==> src/rtl/ascon_pack.sv <==
`default_nettype none
// ============================================================================
//  Module   : ascon_pack
//  Purpose  : Shared types and round-limit constants for the ASCON
//             permutation controller.
//  Revision : 1.0  initial release
// ============================================================================
package ascon_pack;

  // Controller states
  typedef enum logic [1:0] {
    ST_IDLE  = 2'd0,
    ST_FIRST = 2'd1,
    ST_ROUND = 2'd2,
    ST_DONE  = 2'd3
  } ctrl_state_e;

  localparam logic [3:0] ROUND_P12_START = 4'd0;
  localparam logic [3:0] ROUND_P6_START  = 4'd6;
  localparam logic [3:0] ROUND_LAST      = 4'd11;

  // First round index of a run: mode 0 = p12, mode 1 = p6
  function automatic logic [3:0] start_round(input logic mode);
    return mode ? ROUND_P6_START : ROUND_P12_START;
  endfunction

endpackage
`default_nettype wire

==> src/rtl/permutation_ctrl_round_counter.sv <==
`default_nettype none
// ============================================================================
//  Module   : round_counter
//  Purpose  : 4-bit round index counter with synchronous load and increment
//             enable; load has priority over increment.
//  Revision : 1.0  initial release
// ============================================================================
module round_counter (
  input  logic       clock_i,
  input  logic       resetb_i,
  input  logic       load_i,
  input  logic [3:0] load_val_i,
  input  logic       inc_i,
  output logic [3:0] count_o
);

  logic [3:0] count_q;
  logic [3:0] count_d;

  // Next count: load wins, otherwise optional increment
  always_comb begin
    count_d = count_q;
    if (load_i) begin
      count_d = load_val_i;
    end else if (inc_i) begin
      count_d = count_q + 4'd1;
    end
  end

  // Count register, cleared asynchronously
  always_ff @(posedge clock_i or negedge resetb_i) begin
    if (!resetb_i) begin
      count_q <= 4'd0;
    end else begin
      count_q <= count_d;
    end
  end

  assign count_o = count_q;

endmodule
`default_nettype wire

==> src/rtl/permutation_ctrl.sv <==
`default_nettype none
// ============================================================================
//  Module   : permutation_ctrl
//  Purpose  : Moore controller sequencing p12 / p6 ASCON permutation rounds
//             over an external round datapath and its state register.
//  Revision : 1.0  initial release
// ============================================================================
module permutation_ctrl
  import ascon_pack::*;
(
  input  logic       clock_i,
  input  logic       resetb_i,
  input  logic       start_i,
  input  logic       mode_i,
  output logic       ready_o,
  output logic [3:0] round_o,
  output logic       input_select_o,
  output logic       ena_reg_state_o,
  output logic       busy_o,
  output logic       done_o
);

  ctrl_state_e state_q;
  ctrl_state_e state_d;
  logic        mode_q;
  logic        mode_d;
  logic        cnt_load;
  logic        cnt_inc;
  logic [3:0]  cnt_load_val;
  logic [3:0]  cnt_q;

  // Start round is chosen from the mode presented with the accepted start
  assign cnt_load_val = start_round(mode_i);

  round_counter u_round_counter (
    .clock_i    (clock_i),
    .resetb_i   (resetb_i),
    .load_i     (cnt_load),
    .load_val_i (cnt_load_val),
    .inc_i      (cnt_inc),
    .count_o    (cnt_q)
  );

  // Next-state, counter control and Moore output decode
  always_comb begin
    state_d         = state_q;
    mode_d          = mode_q;
    cnt_load        = 1'b0;
    cnt_inc         = 1'b0;
    ready_o         = 1'b0;
    round_o         = 4'd0;
    input_select_o  = 1'b0;
    ena_reg_state_o = 1'b0;
    busy_o          = 1'b0;
    done_o          = 1'b0;

    case (state_q)
      ST_IDLE: begin
        ready_o = 1'b1;
        if (start_i) begin
          state_d  = ST_FIRST;
          mode_d   = mode_i;
          cnt_load = 1'b1;
        end
      end
      ST_FIRST: begin
        // Datapath consumes the external state on the first round
        round_o         = start_round(mode_q);
        ena_reg_state_o = 1'b1;
        busy_o          = 1'b1;
        cnt_inc         = 1'b1;
        state_d         = ST_ROUND;
      end
      ST_ROUND: begin
        round_o         = cnt_q;
        input_select_o  = 1'b1;
        ena_reg_state_o = 1'b1;
        busy_o          = 1'b1;
        // Counter parks on the last round so it never wraps
        if (cnt_q == ROUND_LAST) begin
          state_d = ST_DONE;
        end else begin
          cnt_inc = 1'b1;
        end
      end
      ST_DONE: begin
        round_o        = cnt_q;
        input_select_o = 1'b1;
        done_o         = 1'b1;
        state_d        = ST_IDLE;
      end
      default: begin
        state_d = ST_IDLE;
      end
    endcase
  end

  // State and latched mode registers, cleared asynchronously
  always_ff @(posedge clock_i or negedge resetb_i) begin
    if (!resetb_i) begin
      state_q <= ST_IDLE;
      mode_q  <= 1'b0;
    end else begin
      state_q <= state_d;
      mode_q  <= mode_d;
    end
  end

endmodule
`default_nettype wire

==> config.mk <==
export PLATFORM = sky130hd
export DESIGN_NAME = permutation_ctrl
export DESIGN_NICKNAME = d
export VERILOG_FILES = /design/src/rtl/ascon_pack.sv /design/src/rtl/permutation_ctrl_round_counter.sv /design/src/rtl/permutation_ctrl.sv
export SDC_FILE = /design/constraint.sdc
export NUM_CORES = 1
export LEC_CHECK = 0
export ABC_CLOCK_PERIOD_IN_PS = 2700
export CORE_AREA = 2 2 39 41
export CTS_BUF_LIST = sky130_fd_sc_hd__clkbuf_16
export DETAILED_ROUTE_END_ITERATION = 8
export DIE_AREA = 0 0 41 43
export PLACE_DENSITY = 0.69
export SYNTH_ARGS = -nofsm -noshare
export SYNTH_HDL_FRONTEND = slang
export SYNTH_SLANG_ARGS = --single-unit
==> constraint.sdc <==
create_clock -name clock_i -period 2.7 [get_ports clock_i]
set_clock_uncertainty 0.1 [all_clocks]
set_input_delay 0.54 -clock clock_i [delete_from_list [all_inputs] [get_ports clock_i]]
set_output_delay 0.54 -clock clock_i [all_outputs]
set_load 0.1 [all_outputs]
==> out/metrics.yaml, run 1 <==
clock_network:
  ctsResizeCount: 0
  cts.path.max_buffers: 2
  h-tree-depth: 1
  post_cts_buffers: 0
  cts.clk_slew.worst_paths_ns: 0.04
  worstSkewPairLatency_ns: 0.23
  cts_root_buf: "clkbuf_16"
  hold_buffers: 0
  clock_sinks: 7
  cts_tree: "done"
  cts_made_buffers: 3
critical_path:
  start_kind: "register"
  crit_type: "reg2out"
  worstRegToRegCells: 5
  r2r_end: "u_round_counter.count_o[2]"
  end_kind: "output pin"
  cp_max_fo: 6
  worstPathRequired_ns: 2.06
  r2r_start: "state_q[1]"
  reg2reg_slack_ns: 0.86
  cp.arrival_ns: 1.61
sta:
  hold_viol_final: 0
  fin_crit_ns: 2.250
  rsz0062_at_grt: "no"
  slew_headroom_pct: 70.03
  fmax_ghz: 0.4445
  min_period_over_period_pct: 83.33
  maxSlewViolCount: 0
  finalSetupTns_ns: 0
  setup_violations: 0
  worst_slew_pin_slew_ns: 0.4465
detailed_routing:
  initialDrtViolationCount: 3
  detail_route.wl_per_cell_um: 12.61
  viasPerCell: 5.171
  drcViolationCount: 0
  routed_wl_um: 1034
  drtAntennaViolNets: 0
  drtPass1Iterations: 4
  vias: 424
synth:
  syn_area_um2: 474.2
  syn_nets: 60
  seq_area_frac_synth_pct: 36.94
  ys_ff_latch: 7
  avgSynthCellArea_um2: 9.298
  yosysWarnings: 0
  syn_inst: 51
  ys_types: 23
hold_path:
  holdPathStages: 1
  hp-class: "reg2reg"
  min_from: "mode_q"
  min_to: "mode_q"
global_routing:
  grt_max_degree: 9
  grt_pass1_wl_um: 1738
  grt_overflow_total: 0
  gr-usage-all-layers_pct: 14.81
  first_global_vias: 421
  grt_antenna_before_repair: 0
floorplanning:
  pin_count: 13
  fp.dieW_um: 41
  die_h_um: 43
  coreArea_um2: 1384
  die-area_um2: 1763
  start_util_pct: 34.27
  fp-row-count: 14
job:
  cap_violations: 0
placement:
  gp_congestion: 0.6902
  hpwlAfterDp_um: 784.9
  port_buffers: 12
cells_and_area:
  n_antenna_cell: 0
  drive_gt1_share_pct: 31.82
  areaGrowthSynthToFinish_pct: 57.78
  num-nets-final: 76
run_status:
  outcome: "finished, final reports clean"
-- stage by stage --
step / utilization [%] / instances / hold slack, ns / worst slack (ns) / cell area [um^2]
after detailed placement: 48.37 / 78 / 0.4056 / 0.6692 / 669.4
after floorplan: - / 51 / 0.1444 / 0.02096 / 509.2
after CTS: 54.07 / 82 / 0.4133 / 0.4227 / 748.2
final: 54.07 / 82 / 0.4070 / 0.4502 / 748.2
after global routing: 54.07 / 82 / 0.4516 / 0.3538 / 748.2
after global placement: 48.37 / 78 / 0.4068 / 0.7170 / 669.4
-- critical path: stages (launching register included) --
cell and delay, ns:
dfrtp_1 0.38, inv_1 0.08, ha_1 0.26, nor2_1 0.34
inv_1 0.07, buf_4 0.24
-- synthesized netlist by cell type --
master	n	area (um^2)
nor4bb_2	1	16.27
inv_1	6	22.52
a21oi_1	4	20.02
o21ai_0	5	25.02
nand2b_1	1	6.260
nand3b_1	1	7.510
or3_1	1	6.260
o31a_1	1	8.760
or4_1	1	7.510
buf_4	1	7.510
ha_1	5	62.56
o22a_1	1	8.760
mux2_2	2	22.52
a31oi_1	1	6.260
nand2_1	4	15.01
dfrtp_1	7	175.2
a21boi_0	1	7.510
nor3_1	1	5.000
mux2i_1	1	10.01
nor2_1	2	7.510
nor2b_1	1	6.260
nor3b_1	2	15.01
o21ai_1	1	5.000
-- how the worst max path moves through the flow --
stage / from / endpoint / slack (ns) / depth (start not counted)
final: state_q[0] / input_select_o / 0.45 / 5
after global routing: state_q[0] / input_select_o / 0.35 / 5
after CTS: state_q[0] / input_select_o / 0.42 / 5
after detailed placement: state_q[0] / input_select_o / 0.67 / 5
after global placement: state_q[0] / input_select_o / 0.72 / 5
after floorplan: state_q[0] / round_o[0] / 0.02 / 3
-- cell families (layout without fill, tap and decap cells) --
| family | after synthesis | in the layout | synth area share (%) |
|---|---|---|---|
| buffers and inverters | 7 | 22 | 6.333 |
| DFF | 7 | 7 | 36.94 |
| muxes | 3 | 3 | 6.860 |
| adders and majority gates | 5 | 5 | 13.19 |
| and+or+nand+nor | 15 | 15 | 19.53 |
| AOI/OAI and AO/OA | 14 | 14 | 17.15 |
-- layout by cell type (no fill, tap or decap), types with 2 or more instances in the layout --
cell	synthesis	layout
nor3b_4	0	2
clkdlybuf4s50_1	0	3
buf_4	1	5
mux2_2	2	2
nand2_1	4	4
a21oi_1	4	2
nor2_1	2	2
inv_1	6	7
o21ai_0	5	5
buf_12	0	4
clkbuf_16	0	3
dfrtp_1	7	7
a21oi_2	0	2
ha_2	0	2
ha_1	5	3
-- routing by layer --
layer / vias to the layer above / global-route usage [%] / part of all wire [%]
li1: 211 / - / -
met4: 0 / 10.00 / 0
met1: 192 / 18.60 / 45
met3: 0 / 3.141 / 5.4
met5: - / 0 / 0
met2: 21 / 21.56 / 50
-- area by class of cell --
cell class | instances | area (um^2)
fillers | 128 | 635.6
multi-input cells | 37 | 304.0
inverters | 6 | 22.52
flip-flops and latches | 7 | 175.2
repair buffers | 12 | 147.6
clock buffers | 3 | 75.07
clock inverters | 1 | 3.754
well taps | 16 | 20.02
-- state kept, by name (all words and copies together), names as in the netlist --
name                     cells
mode_q                       1
u_round_counter.count_o      4
state_q                      2
Power of run 1 is not shown: default switching activity piles up to over one toggle a cycle in this logic, so the estimate is an artifact.
==> run 2, diff against run 1 <==
--- a/config.mk
+++ b/config.mk
@@ -5,12 +5,12 @@
 export SDC_FILE = /design/constraint.sdc
 export NUM_CORES = 1
 export LEC_CHECK = 0
-export ABC_CLOCK_PERIOD_IN_PS = 2700
+export ABC_CLOCK_PERIOD_IN_PS = 1860
 export CORE_AREA = 2 2 39 41
 export CTS_BUF_LIST = sky130_fd_sc_hd__clkbuf_16
 export DETAILED_ROUTE_END_ITERATION = 8
 export DIE_AREA = 0 0 41 43
-export PLACE_DENSITY = 0.69
+export PLACE_DENSITY = 0.71
 export SYNTH_ARGS = -nofsm -noshare
 export SYNTH_HDL_FRONTEND = slang
 export SYNTH_SLANG_ARGS = --single-unit
==> constraint.sdc (replaced) <==
create_clock -name clock_i -period 1.86 [get_ports clock_i]
set_clock_uncertainty 0.1 [all_clocks]
set_input_delay 0.372 -clock clock_i [delete_from_list [all_inputs] [get_ports clock_i]]
set_output_delay 0.372 -clock clock_i [all_outputs]
set_load 0.1 [all_outputs]
==> run 2 against run 1 <==
Effect of this change: the run now ends with setup timing left; worst hold slack worse by 0.10 ns; sequential share of layout area fell by 4.7 points; register-to-register slack lost 0.77 ns; via count rose by 8.3%; count of clock-buffer cells in the layout unchanged; critical path type unchanged; largest cell class unchanged.
==> out/metrics.yaml, run 2 (synthesized netlist as in run 1, its figures left out) <==
global_routing:
  first_global_vias: 417  # -0.95%
  use_met1_pct: 18.33  # -0.27 points
  grt_antenna_before_repair: 0  # unchanged
  grt_max_degree: 8  # -1
  grt_overflow_total: 0  # unchanged
  use_met2_pct: 25.31  # +3.7 points
  grt_most_used_layer: "met2"
  use_met3_pct: 3.141  # unchanged
  grt_pass1_wl_um: 1821  # +4.8%
  gr-usage-all-layers_pct: 16.55  # +1.7 points
placement:
  pre_cts_slack_ns: -0.004194  # -0.6734 ns
  place_area_um2: 780.7  # +17%
  port_buffers: 12  # unchanged
  gp_congestion: 0.7282  # +5.5%
  hpwlAfterDp_um: 865.1  # +10%
clock_network:
  h-tree-depth: 1  # unchanged
  worstSkewPairLatency_ns: 0.23  # about the same
  cts.clk_slew.worst_paths_ns: 0.03  # about the same
  clock_sinks: 7  # unchanged
  cts_made_buffers: 3  # unchanged
  cts.path.max_buffers: 2  # unchanged
  hold_buffers: 0  # unchanged
  cts_root_buf: "clkbuf_16"
  cts_tree: "done"
cells_and_area:
  drive_gt1_share_pct: 52.11  # +20 points
  final_util_pct: 68.72  # +15 points
  areaGrowthSynthToFinish_pct: 100.5
  n_antenna_cell: 0  # unchanged
  fin_area_um2: 950.9  # +27%
  final_cell_mix: "9 x buf_12, 5 x inv_1, 5 x dfrtp_1, 5 x buf_4, 4 x ha_4"
  final_common_cell: "buf_12"
  fillers: 101  # -21%
  num-nets-final: 81  # +6.6%
  largest_reg_flops: 4  # unchanged
critical_path:
  cp.arrival_ns: 1.40  # -0.21 ns
  cp_max_fo: 4  # -2
  start_kind: "register"
  worstPathRequired_ns: 1.39  # -0.67 ns
  crit_type: "reg2out"
  end_kind: "output pin"
detailed_routing:
  routed_wl_um: 1204  # +16%
  initialDrtViolationCount: 8  # +5
  vias: 459  # +8.3%
  drtAntennaViolNets: 0  # unchanged
  drtPass1Iterations: 4  # unchanged
  detail_route.wl_per_cell_um: 13.84  # +9.7%
  viasPerCell: 5.276  # +2.0%
  drcViolationCount: 0  # unchanged
sta:
  fmax_ghz: 0.5339
  layout_setup_ws_ns: -0.01318  # -0.4634 ns
  setup_violations: 3  # +3
  worst_slew_pin_slew_ns: 0.3169  # -0.1296 ns
  min_period_over_period_pct: 100.7
  fin_crit_ns: 1.873
  slew_headroom_pct: 78.81  # +8.8 points
  rsz0062_at_grt: "yes"
  hold_viol_final: 0  # unchanged
  maxSlewViolCount: 0  # unchanged
  finalSetupTns_ns: -0.02546  # -0.02546 ns
floorplanning:
  coreArea_um2: 1384  # unchanged
  pin_count: 13  # unchanged
  start_util_pct: 34.27  # unchanged
  die-area_um2: 1763  # unchanged
  die_h_um: 43  # unchanged
  fp-row-count: 14  # unchanged
  fp.dieW_um: 41  # unchanged
job:
  cap_violations: 0  # unchanged
hold_path:
  hp-class: "in2async"
run_status:
  outcome: "finished with violations"
  violations: "setup timing"
-- run 2: critical path: stages, from the launching register on --
cell     delay, ns
dfrtp_2       0.44
inv_4         0.09
ha_4          0.17
nor2_4        0.06
nor3b_4       0.21
buf_12        0.20
-- run 2: per-layer routing --
metal  part of all wire [%]  wire length (um)  up-vias
met2                     53               642       13
met1                     40               476      220
met5                      0                 0        -
met3                    4.0                48        4
li1                       -                 -      222
met4                    3.0                36        0
-- run 2: timing repair --
action,CTS,global route
endpoints found under the setup margin,5,6
setup buffers,3,2
pin swaps,6,3
endpoints found under the hold margin,0,0
resized for setup,14,3
-- run 2: final cells by class --
cell class,instances,area [um^2],share of cell area [%]
clock buffer,3,75.07,7.895
clock inverter,1,3.754,0.3947
inverter,6,27.53,2.895
multi-input combinational,37,399.1,41.97
sequential,7,177.7,18.68
tap,16,20.02,2.105
timing repair buffer,17,247.7,26.05
-- run 2: path summary, 6_finish.rpt --
| path | start | endpoint | slack, ns | cells past startpoint |
|---|---|---|---|---|
| worst min-delay path | resetb_i | u_round_counter.count_o[3] | 0.30 | 1 |
| worst max register to register | state_q[0] | u_round_counter.count_o[2] | 0.09 | 7 |
| max in group asynchronous | resetb_i | state_q[0] | 1.10 | 1 |
| min in group clock_i | u_round_counter.count_o[3] | u_round_counter.count_o[3] | 0.49 | 2 |
| worst max-delay path | state_q[0] | round_o[3] | -0.01 | 5 |
| worst min register to register | u_round_counter.count_o[3] | u_round_counter.count_o[3] | 0.49 | 2 |
-- run 2: stage by stage --
stage	hold WS (ns)	instances
final	0.3028	87
after global routing	0.3347	87
after CTS	0.3190	85
after detailed placement	0.4351	78
after global placement	0.3974	78
after floorplan	-0.02359	51
Power of run 2 is left out for the same reason.
==> run 3, diff against run 2 <==
--- a/config.mk
+++ b/config.mk
@@ -10,6 +10,7 @@
 export CTS_BUF_LIST = sky130_fd_sc_hd__clkbuf_16
 export DETAILED_ROUTE_END_ITERATION = 8
 export DIE_AREA = 0 0 41 43
+export GPL_TIMING_DRIVEN = 0
 export PLACE_DENSITY = 0.71
 export SYNTH_ARGS = -nofsm -noshare
 export SYNTH_HDL_FRONTEND = slang
==> run 3 against run 2 <==
Effect of this change: final area decreased by 7.9%; utilization fell by 5.4 points; count of clock-buffer cells in the layout did not move; die area stayed put; critical path type unchanged; maximum frequency decreased by 0.79%; register-to-register slack is essentially flat; the run still ends with setup timing left.
==> out/metrics.yaml, run 3 (synthesized netlist as in run 1, its figures left out) <==
critical_path:
  end_kind: "output pin"
  cp.arrival_ns: 1.42  # +0.02 ns
  worstPathRequired_ns: 1.39  # about the same
  start_kind: "register"
  cp_max_fo: 4  # unchanged
  setup.worst_path.start: "state_q[0]"
  r2r_start: "state_q[0]"
  crit_type: "reg2out"
detailed_routing:
  detail_route.wl_per_cell_um: 12.69  # -8.3%
  drtPass1Iterations: 2  # -2
  vias: 445  # -3.1%
  routed_wl_um: 1104  # -8.3%
  drcViolationCount: 0  # unchanged
  initialDrtViolationCount: 8  # unchanged
  viasPerCell: 5.115  # -3.1%
  drtAntennaViolNets: 0  # unchanged
sta:
  worst_slew_pin_slew_ns: 0.4565  # +0.1396 ns
  maxSlewViolCount: 0  # unchanged
  finalSetupTns_ns: -0.05314  # -0.02769 ns
  setup_violations: 4  # +1
  slew_headroom_pct: 69.13  # -9.7 points
  hold_viol_final: 0  # unchanged
  fin_crit_ns: 1.888  # +0.01497 ns
  fmax_ghz: 0.5296  # -0.79%
  min_period_over_period_pct: 101.5  # +0.80 points
  layout_setup_ws_ns: -0.02815  # -0.01497 ns
  rsz0062_at_grt: "yes"
clock_network:
  h-tree-depth: 1  # unchanged
  cts.path.max_buffers: 2  # unchanged
  clock_sinks: 7  # unchanged
  cts_made_buffers: 3  # unchanged
  worstSkewPairLatency_ns: 0.23  # about the same
  cts_root_buf: "clkbuf_16"
  cts_tree: "done"
  cts.clk_slew.worst_paths_ns: 0.03  # about the same
  hold_buffers: 0  # unchanged
global_routing:
  gr-usage-all-layers_pct: 15.55  # -1.0 points
  first_global_vias: 421  # +0.96%
  grt_antenna_before_repair: 0  # unchanged
  grt_pass1_wl_um: 1807  # -0.77%
  grt_max_degree: 9  # +1
  grt_overflow_total: 0  # unchanged
placement:
  hpwlAfterDp_um: 773.1  # -11%
  gp_congestion: 0.7356  # +1.0%
  port_buffers: 12  # unchanged
run_status:
  violations: "setup timing"
  outcome: "finished with violations"
cells_and_area:
  fillers: 114  # +13%
  areaGrowthSynthToFinish_pct: 84.70
  final_common_cell: "buf_4"
  n_antenna_cell: 0  # unchanged
  drive_gt1_share_pct: 50.70  # -1.4 points
  num-nets-final: 81  # unchanged
  final_cell_mix: "7 x buf_4, 5 x inv_1, 5 x dfrtp_1, 4 x ha_4, 4 x buf_12"
  largest_reg_flops: 4  # unchanged
floorplanning:
  fp-row-count: 14  # unchanged
  pin_count: 13  # unchanged
  die_h_um: 43  # unchanged
  coreArea_um2: 1384  # unchanged
  die-area_um2: 1763  # unchanged
  fp.dieW_um: 41  # unchanged
  start_util_pct: 34.27  # unchanged
job:
  cap_violations: 0  # unchanged
hold_path:
  hp-class: "in2async"
## run 3: critical path, stage by stage (launching register included)
cell and delay, ns:
dfrtp_2 0.44, inv_4 0.09, ha_4 0.17, o21ai_1 0.10, a21oi_4 0.19, buf_12 0.19
## run 3: worst paths after layout
check / to / slack, ns / cells past startpoint
max: round_o[1] / -0.03 / 5
min: u_round_counter.count_o[3] / 0.30 / 1
max reg2reg: u_round_counter.count_o[2] / 0.08 / 7
min reg2reg: mode_q / 0.45 / 1
max in group asynchronous: state_q[0] / 1.10 / 1
min in group clock_i: mode_q / 0.45 / 1
## run 3: repair_timing
| action | 4_1_cts | 5_1_grt |
|---|---|---|
| gates resized for setup | 77 | 3 |
| pin swaps | 4 | 2 |
| buffers inserted | 2 | 2 |
| endpoints found under the setup margin | 9 | 7 |
## run 3: cell type report
class	instances	area (um^2)	area share (%)
multi-input cells	37	381.6	43.57
flip-flops and latches	7	177.7	20.29
well taps	16	20.02	2.286
clock buffers	3	75.07	8.571
repair buffers	16	182.7	20.86
inverters	6	27.53	3.143
plain buffers	1	7.507	0.8571
clock inverters	1	3.754	0.4286
## run 3: through the flow
| step | area [um^2] | util (%) | std cells | hold WS, ns | setup slack [ns] |
|---|---|---|---|---|---|
| 6_report | 875.8 | 63.29 | 87 | 0.3010 | -0.02815 |
| 5_1_grt | 875.8 | 63.29 | 87 | 0.3290 | -0.05928 |
| 4_1_cts | 850.8 | 61.48 | 85 | 0.3207 | -0.02347 |
| 3_5_place_dp | 698.2 | 50.45 | 79 | 0.4144 | -0.9125 |
| 3_3_place_gp | 698.2 | 50.45 | 79 | 0.4074 | -0.8816 |
| 2_1_floorplan | 558.0 | - | 51 | -0.02359 | -0.3344 |
## run 3: routing by layer
metal  GRT usage, %  share of wire (%)  vias up
li1               -                  -      218
met1          19.40                 43      212
met2          24.06                 51       13
met3          1.571                3.7        2
met4          10.00                1.6        0
met5              0                  0        -
Power of run 3 is left out for the same reason.
